--- config.mk ---
export PLATFORM = sky130hd
export DESIGN_NAME = bcd_key_arbiter
export DESIGN_NICKNAME = d
export VERILOG_FILES = /design/src/rtl/bcd_key_arbiter.sv
export SDC_FILE = /design/constraint.sdc
export NUM_CORES = 1
export LEC_CHECK = 0
export CAP_MARGIN = 20
export CORE_ASPECT_RATIO = 1.1
export CORE_MARGIN = 1.5
export CORE_UTILIZATION = 60
export CTS_CLUSTER_DIAMETER = 120
export DETAILED_ROUTE_END_ITERATION = 6
export PLACE_DENSITY = 0.8
export SLEW_MARGIN = 5
export SYNTH_ARGS = -nofsm -noshare
export SYNTH_HDL_FRONTEND = slang
export SYNTH_SLANG_ARGS = --single-unit
--- constraint.sdc ---
create_clock -name clk -period 5.04 [get_ports clk]
set_input_delay 1.26 -clock clk [delete_from_list [all_inputs] [get_ports clk]]
set_output_delay 1.26 -clock clk [all_outputs]
set_load 0.03 [all_outputs]
--- src/rtl/bcd_key_arbiter.sv ---
// ---------------------------------------------------------------------------
// bcd_key_arbiter
//
// Front end for the 8421 BCD digit encoder. Ten level-sensitive key request
// lines are registered once, one key is picked round-robin among the pressed
// ones, and that key is debounced for press and release. Each debounced
// press pushes the BCD code of the key into a small first-word-fall-through
// FIFO. A digit consumer drains the FIFO through a valid/ready handshake.
//
// Parameters
//   DEBOUNCE_CYCLES  stable cycles needed for press and release (>= 2)
//   FIFO_DEPTH       digit queue depth (power of 2, >= 2)
//
// Ports
//   clk          rising-edge clock
//   rst          asynchronous active-high reset
//   key_in[9:0]  bit k high = decimal key k pressed
//   digit_out    BCD code at the FIFO head, 4'b0000 when the FIFO is empty
//   digit_valid  FIFO non-empty
//   digit_ready  consumer takes the head this cycle
//   fifo_count   number of entries held
//   overflow     one-cycle pulse when a debounced press is dropped (FIFO full)
//   dbg_state    current FSM state (0 idle, 1 debounce, 2 hold, 3 release)
//   dbg_rr_ptr   round-robin search start position (0..9)
//
// Handshake: a digit is transferred on every rising edge where digit_valid
// and digit_ready are both high. digit_valid stays high and digit_out stays
// stable until the transfer happens. digit_ready may change freely, and
// nothing on the output side depends on it combinationally.
// ---------------------------------------------------------------------------
module bcd_key_arbiter #(
  parameter int DEBOUNCE_CYCLES = 4,
  parameter int FIFO_DEPTH      = 4
) (
  input  logic                          clk,
  input  logic                          rst,
  input  logic [9:0]                    key_in,
  output logic [3:0]                    digit_out,
  output logic                          digit_valid,
  input  logic                          digit_ready,
  output logic [$clog2(FIFO_DEPTH):0]   fifo_count,
  output logic                          overflow,
  output logic [1:0]                    dbg_state,
  output logic [3:0]                    dbg_rr_ptr
);

  localparam int CW = $clog2(DEBOUNCE_CYCLES) + 1;
  localparam int AW = $clog2(FIFO_DEPTH);
  localparam logic [CW-1:0] CNT_LAST  = CW'(DEBOUNCE_CYCLES - 1);
  localparam logic [AW:0]   FIFO_FULL = (AW+1)'(FIFO_DEPTH);

  typedef enum logic [1:0] {
    ST_IDLE     = 2'd0,
    ST_DEBOUNCE = 2'd1,
    ST_HOLD     = 2'd2,
    ST_RELEASE  = 2'd3
  } state_t;

  // -------------------------------------------------------------------------
  // Input register: every decision below is made on key_q.
  // -------------------------------------------------------------------------
  logic [9:0] key_q;

  always_ff @(posedge clk or posedge rst) begin
    if (rst) begin
      key_q <= '0;
    end else begin
      key_q <= key_in;
    end
  end

  // -------------------------------------------------------------------------
  // Round-robin pick: first set bit of key_q at or above rr_ptr, wrapping
  // from 9 back to 0.
  // -------------------------------------------------------------------------
  logic [3:0] rr_ptr;
  logic [3:0] rr_grant;
  logic       rr_found;

  always_comb begin
    rr_found = 1'b0;
    rr_grant = 4'd0;
    for (int i = 0; i < 10; i++) begin
      logic [4:0] idx;
      idx = {1'b0, rr_ptr} + 5'(i);
      if (idx >= 5'd10) begin
        idx = idx - 5'd10;
      end
      if (!rr_found && key_q[idx[3:0]]) begin
        rr_found = 1'b1;
        rr_grant = idx[3:0];
      end
    end
  end

  // -------------------------------------------------------------------------
  // Debounce FSM
  // -------------------------------------------------------------------------
  state_t        state, state_nxt;
  logic [CW-1:0] cnt, cnt_nxt;
  logic [3:0]    grant_q, grant_nxt;
  logic [3:0]    rr_ptr_nxt;
  logic          push_req;
  logic [3:0]    push_digit;
  logic          granted_high;

  assign granted_high = key_q[grant_q];

  // State register
  always_ff @(posedge clk or posedge rst) begin
    if (rst) begin
      state   <= ST_IDLE;
      cnt     <= '0;
      grant_q <= 4'd0;
      rr_ptr  <= 4'd0;
    end else begin
      state   <= state_nxt;
      cnt     <= cnt_nxt;
      grant_q <= grant_nxt;
      rr_ptr  <= rr_ptr_nxt;
    end
  end

  // Next-state logic
  always_comb begin
    state_nxt  = state;
    cnt_nxt    = cnt;
    grant_nxt  = grant_q;
    rr_ptr_nxt = rr_ptr;
    case (state)
      ST_IDLE: begin
        if (rr_found) begin
          grant_nxt = rr_grant;
          cnt_nxt   = CW'(1);
          state_nxt = ST_DEBOUNCE;
        end
      end
      ST_DEBOUNCE: begin
        // A press that bounces away is forgotten; the pointer is not moved.
        if (!granted_high) begin
          state_nxt = ST_IDLE;
        end else if (cnt == CNT_LAST) begin
          state_nxt = ST_HOLD;
        end else begin
          cnt_nxt = cnt + CW'(1);
        end
      end
      ST_HOLD: begin
        // Other keys are ignored while the granted key is held.
        if (!granted_high) begin
          cnt_nxt   = CW'(1);
          state_nxt = ST_RELEASE;
        end
      end
      ST_RELEASE: begin
        // A glitch back high resumes holding without producing a new digit.
        if (granted_high) begin
          state_nxt = ST_HOLD;
        end else if (cnt == CNT_LAST) begin
          state_nxt  = ST_IDLE;
          rr_ptr_nxt = (grant_q == 4'd9) ? 4'd0 : grant_q + 4'd1;
        end else begin
          cnt_nxt = cnt + CW'(1);
        end
      end
      default: begin
        state_nxt = ST_IDLE;
      end
    endcase
  end

  // Output logic
  always_comb begin
    push_req   = (state == ST_DEBOUNCE) && granted_high && (cnt == CNT_LAST);
    push_digit = grant_q;  // key index 0..9 is already its 8421 code
    dbg_state  = state;
    dbg_rr_ptr = rr_ptr;
  end

  // -------------------------------------------------------------------------
  // Digit FIFO (first-word fall-through)
  // -------------------------------------------------------------------------
  logic [3:0]    mem [FIFO_DEPTH];
  logic [AW-1:0] wr_ptr, rd_ptr;
  logic [AW:0]   count;
  logic          full, pop, do_push;

  assign full    = (count == FIFO_FULL);
  assign pop     = digit_valid & digit_ready;
  // When full, a push still fits if the head leaves in the same cycle.
  assign do_push = push_req && (!full || pop);

  always_ff @(posedge clk or posedge rst) begin
    if (rst) begin
      wr_ptr   <= '0;
      rd_ptr   <= '0;
      count    <= '0;
      overflow <= 1'b0;
    end else begin
      overflow <= push_req && full && !pop;
      if (do_push) begin
        wr_ptr <= wr_ptr + AW'(1);
      end
      if (pop) begin
        rd_ptr <= rd_ptr + AW'(1);
      end
      case ({do_push, pop})
        2'b10:   count <= count + (AW+1)'(1);
        2'b01:   count <= count - (AW+1)'(1);
        default: count <= count;
      endcase
    end
  end

  // Storage needs no reset; entries are only visible while count covers them.
  always_ff @(posedge clk) begin
    if (do_push) begin
      mem[wr_ptr] <= push_digit;
    end
  end

  assign digit_valid = (count != '0);
  assign digit_out   = digit_valid ? mem[rd_ptr] : 4'b0000;
  assign fifo_count  = count;

endmodule

==> impl_metrics.xml <==
<?xml version="1.0" encoding="UTF-8"?>
<metrics>
  <group name="status">
    <metric name="status" unit="">complete, no violations</metric>
  </group>
  <group name="detailed_routing">
    <metric name="vias" unit="">4725</metric>
    <metric name="drt_wl_total" unit="mm">14.6</metric>
    <metric name="drt_drc_violations_left" unit="">0</metric>
    <metric name="drt_pre_antenna_iters" unit="">5</metric>
    <metric name="detail_route.vias_per_cell" unit="">6.84</metric>
    <metric name="first_iter_violations" unit="">419</metric>
    <metric name="route.antenna.remaining_nets" unit="">0</metric>
    <metric name="post_drt_wl_per_cell" unit="um">21.2</metric>
  </group>
  <group name="critical_path">
    <metric name="worst_ep_required_time" unit="ns">5.22</metric>
    <metric name="crit_path_end_kind" unit="">register</metric>
    <metric name="reg2regPathDepth" unit="">16</metric>
    <metric name="regToRegEndpoint" unit="">grant_q[2]$_DFFE_PP0P_</metric>
    <metric name="cp_data_arrival_time" unit="ns">4.60</metric>
    <metric name="critical_path.startpoint" unit="">dbg_rr_ptr[0]$_DFFE_PP0P_</metric>
    <metric name="regToRegSetupSlack" unit="ns">0.62</metric>
    <metric name="critical_register_to_register_path_startpoint" unit="">dbg_rr_ptr[0]$_DFFE_PP0P_</metric>
    <metric name="timing.critical_path.fanout_max" unit="">32</metric>
    <metric name="path_class" unit="">reg2reg</metric>
    <metric name="critical_path.startpoint_type" unit="">register</metric>
  </group>
  <group name="cts">
    <metric name="cts_max_path_buffers" unit="">2</metric>
    <metric name="clkSlewWorstSetupHoldPaths" unit="ns">0.09</metric>
    <metric name="buffers_inserted_by_post_cts_timing_repair" unit="">0</metric>
    <metric name="clock-sinks" unit="">47</metric>
    <metric name="clk_root_buffer_cell" unit="">sky130_fd_sc_hd__clkbuf_8</metric>
    <metric name="clkLatencyLatePin" unit="ns">0.29</metric>
    <metric name="post_cts.resized_instances" unit="">0</metric>
    <metric name="cts-buffers-inserted" unit="">5</metric>
    <metric name="ctsHtreeMaxLevel" unit="">2</metric>
    <metric name="cts_hold_buf" unit="">0</metric>
    <metric name="tritoncts" unit="">done</metric>
  </group>
  <group name="grt">
    <metric name="groute.usage.overall" unit="%">32.7</metric>
    <metric name="global_route.usage.met1" unit="%">38.1</metric>
    <metric name="wire_length_of_the_first_global_routing_pass" unit="mm">23.1</metric>
    <metric name="grt_start_max_net_pins" unit="">33</metric>
    <metric name="grt-busiest-layer" unit="">met2</metric>
    <metric name="grt_overflow" unit="">0</metric>
    <metric name="global_route.usage.met2" unit="%">59.6</metric>
    <metric name="grt_pass1_vias" unit="">4644</metric>
    <metric name="grt_antenna_before_repair" unit="">0</metric>
    <metric name="gr-usage-met3" unit="%">3.63</metric>
  </group>
  <group name="timing">
    <metric name="layout_min_cycle_time" unit="ns">4.42</metric>
    <metric name="setup-tns-final" unit="ns">0</metric>
    <metric name="transition_time_of_the_tightest_slew_check_pin" unit="ns">0.820</metric>
    <metric name="final_worst_path_period_share" unit="%">87.7</metric>
    <metric name="slew_headroom" unit="%">45.3</metric>
    <metric name="final.setup_skew" unit="ns">0.00428</metric>
    <metric name="final_hold_viol_count" unit="">0</metric>
    <metric name="number_of_setup_violations_in_the_final_report" unit="">0</metric>
    <metric name="timing.final.max_slew_violations" unit="">0</metric>
    <metric name="max_clock_freq" unit="GHz">0.226</metric>
    <metric name="rsz_0062_raised_after_global_routing" unit="">false</metric>
  </group>
  <group name="synthesis">
    <metric name="synth.distinct_cells" unit="">96</metric>
    <metric name="syn_area_per_cell" unit="um^2">8.84</metric>
    <metric name="mappedNetlistArea" unit="um^2">5010</metric>
    <metric name="ys_warn_count" unit="">0</metric>
    <metric name="synth_seq_area_share" unit="%">25.0</metric>
    <metric name="synth_enable_flop_cells" unit="">16</metric>
    <metric name="synth_seq_cells" unit="">47</metric>
    <metric name="postSynth.topFlopCell" unit="">sky130_fd_sc_hd__dfrtp_1</metric>
    <metric name="mappedNetlistNets" unit="">610</metric>
    <metric name="netlist_instances" unit="">567</metric>
    <metric name="async_flop_share" unit="%">66.0</metric>
  </group>
  <group name="final_layout">
    <metric name="area_delta_synth_final" unit="%">9.11</metric>
    <metric name="filler_cell_count" unit="">675</metric>
    <metric name="layout.nets" unit="">625</metric>
    <metric name="regArea" unit="um^2">1260</metric>
    <metric name="final_cell_area" unit="um^2">5470</metric>
    <metric name="diodes" unit="">0</metric>
    <metric name="multiInputGateArea" unit="um^2">3490</metric>
    <metric name="layout-drive-gt1-share" unit="%">10.6</metric>
  </group>
  <group name="floorplan">
    <metric name="placementRows" unit="">34</metric>
    <metric name="dieWidth" unit="um">90.2</metric>
    <metric name="floorplan.initialDensity" unit="%">62.7</metric>
    <metric name="io_pins" unit="">28</metric>
    <metric name="floorplan.core_area" unit="um^2">8000</metric>
    <metric name="vertical_die_dimension" unit="um">98.9</metric>
    <metric name="die-area" unit="um^2">8920</metric>
  </group>
  <group name="placement">
    <metric name="io_buf_count" unit="">27</metric>
    <metric name="detailedPlacementHpwl" unit="mm">11.1</metric>
    <metric name="post_dp_cell_area" unit="um^2">5340</metric>
    <metric name="final_weighted_congestion_of_routability_driven_global_placement" unit="">0.983</metric>
  </group>
  <group name="worst_hold_path">
    <metric name="holdPathEnd" unit="">cnt[1]$_DFFE_PP0P_</metric>
    <metric name="whs_path_depth" unit="">1</metric>
    <metric name="worstHoldStart" unit="">cnt[1]$_DFFE_PP0P_</metric>
    <metric name="timing.hold.worst.class" unit="">reg2reg</metric>
  </group>
  <group name="job">
    <metric name="drv_cap" unit="">0</metric>
  </group>
</metrics>
cell families after synthesis:
kind of cell,Yosys count,share of synthesized area (%)
adder cells (fa/ha/maj),30,7.78
multiplexers,35,9.93
AO/OA/AOI/OAI,186,26.7
AND/OR/NAND/NOR,191,21.7
XOR/XNOR,19,3.62
buffers and inverters,59,5.26
flip-flops,47,25.0
layer usage:
metal | part of all wire, % | wire, um
met1 | 40 | 5820
met2 | 50 | 7340
met3 | 5.7 | 840
met4 | 4.3 | 631
met5 | 0 | 0
how the worst max path moves through the flow:
stage | endpoint | slack [ns]
detailed placement | grant_q[3]$_DFFE_PP0P_ | 0.74
floorplan | grant_q[3]$_DFFE_PP0P_ | 0.59
global placement | grant_q[2]$_DFFE_PP0P_ | 0.86
global route | grant_q[2]$_DFFE_PP0P_ | 0.30
CTS | grant_q[3]$_DFFE_PP0P_ | 0.73
finish | grant_q[2]$_DFFE_PP0P_ | 0.62
sequential cells by signal (all words and copies together), names as in the netlist, named ones only:
name / count
grant_q: 4
rd_ptr: 2
wr_ptr: 2
overflow: 1
key_q: 10
fifo_count: 3
cnt: 3
mem: 16
dbg_state: 1
dbg_rr_ptr: 4
critical path, stage by stage, from the launching register on:
cell                      delay (ns)
sky130_fd_sc_hd__dfrtp_1        0.37
sky130_fd_sc_hd__buf_4          0.41
sky130_fd_sc_hd__ha_1           0.32
sky130_fd_sc_hd__xor2_2         0.16
sky130_fd_sc_hd__inv_4          0.16
sky130_fd_sc_hd__ha_1           0.33
sky130_fd_sc_hd__inv_1          0.15
sky130_fd_sc_hd__a21oi_2        0.25
sky130_fd_sc_hd__o21ai_1        0.14
sky130_fd_sc_hd__a22oi_1        0.22
sky130_fd_sc_hd__a31oi_1        0.19
sky130_fd_sc_hd__o21ai_1        0.53
sky130_fd_sc_hd__buf_4          0.25
sky130_fd_sc_hd__nor4_1         0.06
sky130_fd_sc_hd__nor4_1         0.45
sky130_fd_sc_hd__o32a_1         0.23
sky130_fd_sc_hd__o22ai_1        0.06
cell usage in the layout, fill, tap and decap left out, drive strengths merged, types with 14 or more instances in the layout:
cell type | synthesis | layout
a21oi | 41 | 41
nand2 | 37 | 37
nor2 | 37 | 37
dfrtp | 31 | 31
inv | 31 | 31
o21ai | 30 | 30
ha | 28 | 28
clkdlybuf4s50 | 0 | 27
mux2i | 19 | 19
and2 | 18 | 18
nand3 | 17 | 17
xnor2 | 17 | 17
edfxtp | 16 | 16
o211ai | 14 | 14
area by class of cell:
type                       instances  share of cell area, %
multi-input combinational        461                   63.9
sequential                        47                   23.0
inverter                          32                   2.24
clock inverter                     2                   1.10
tap                              108                   2.47
timing repair buffer              35                   6.04
clock buffer                       6                   1.33
metrics by stage:
step / utilization (%) / hold slack (ns) / cells / setup slack, ns
6_report: 68.4 / 0.482 / 691 / 0.619
5_1_grt: 68.4 / 0.506 / 691 / 0.300
4_1_cts: 68.4 / 0.490 / 691 / 0.726
3_5_place_dp: 66.8 / 0.471 / 683 / 0.739
3_3_place_gp: 66.8 / 0.460 / 683 / 0.855
2_1_floorplan: - / 0.450 / 567 / 0.591
synthesized netlist by cell type, types with 3 or more instances:
cell / number / area [um^2]
sky130_fd_sc_hd__or3_1: 7 / 43.8
sky130_fd_sc_hd__a21o_1: 8 / 60.1
sky130_fd_sc_hd__o32ai_1: 3 / 26.3
sky130_fd_sc_hd__nor2_1: 36 / 135
sky130_fd_sc_hd__dfrtp_1: 31 / 776
sky130_fd_sc_hd__a31oi_1: 7 / 43.8
sky130_fd_sc_hd__nand2_1: 37 / 139
sky130_fd_sc_hd__nor2b_1: 5 / 31.3
sky130_fd_sc_hd__nand4_1: 8 / 50.1
sky130_fd_sc_hd__nand3b_1: 7 / 52.6
sky130_fd_sc_hd__nand2b_1: 7 / 43.8
sky130_fd_sc_hd__a211oi_1: 8 / 60.1
sky130_fd_sc_hd__edfxtp_1: 16 / 480
sky130_fd_sc_hd__o21ai_1: 6 / 30.0
sky130_fd_sc_hd__mux2_2: 5 / 56.3
sky130_fd_sc_hd__mux2i_2: 3 / 41.3
sky130_fd_sc_hd__nor4b_1: 3 / 26.3
sky130_fd_sc_hd__and3_1: 10 / 62.6
sky130_fd_sc_hd__xnor2_1: 16 / 140
sky130_fd_sc_hd__buf_2: 8 / 40.0
sky130_fd_sc_hd__mux2i_1: 16 / 160
sky130_fd_sc_hd__a21oi_2: 3 / 26.3
sky130_fd_sc_hd__a2bb2oi_1: 3 / 26.3
sky130_fd_sc_hd__nand3_1: 16 / 80.1
sky130_fd_sc_hd__a211o_1: 4 / 35.0
sky130_fd_sc_hd__o2111ai_1: 9 / 78.8
sky130_fd_sc_hd__nor4_1: 3 / 18.8
sky130_fd_sc_hd__o21bai_1: 3 / 22.5
sky130_fd_sc_hd__a22oi_1: 4 / 30.0
sky130_fd_sc_hd__o21a_1: 6 / 45.0
sky130_fd_sc_hd__ha_1: 28 / 350
sky130_fd_sc_hd__clkbuf_1: 14 / 52.6
sky130_fd_sc_hd__a21oi_1: 38 / 190
sky130_fd_sc_hd__o31ai_1: 4 / 30.0
sky130_fd_sc_hd__o22ai_1: 6 / 37.5
sky130_fd_sc_hd__and3b_1: 3 / 26.3
sky130_fd_sc_hd__a21boi_0: 4 / 30.0
sky130_fd_sc_hd__mux4_2: 10 / 225
sky130_fd_sc_hd__buf_6: 4 / 45.0
sky130_fd_sc_hd__inv_1: 29 / 109
sky130_fd_sc_hd__o211ai_1: 13 / 97.6
sky130_fd_sc_hd__and2_1: 17 / 106
sky130_fd_sc_hd__o21ai_0: 23 / 115
sky130_fd_sc_hd__nor3_1: 12 / 60.1
Power is left out: the tool's default activity adds up to more than one toggle a clock period on the data nets, which glitch-free logic cannot reach.
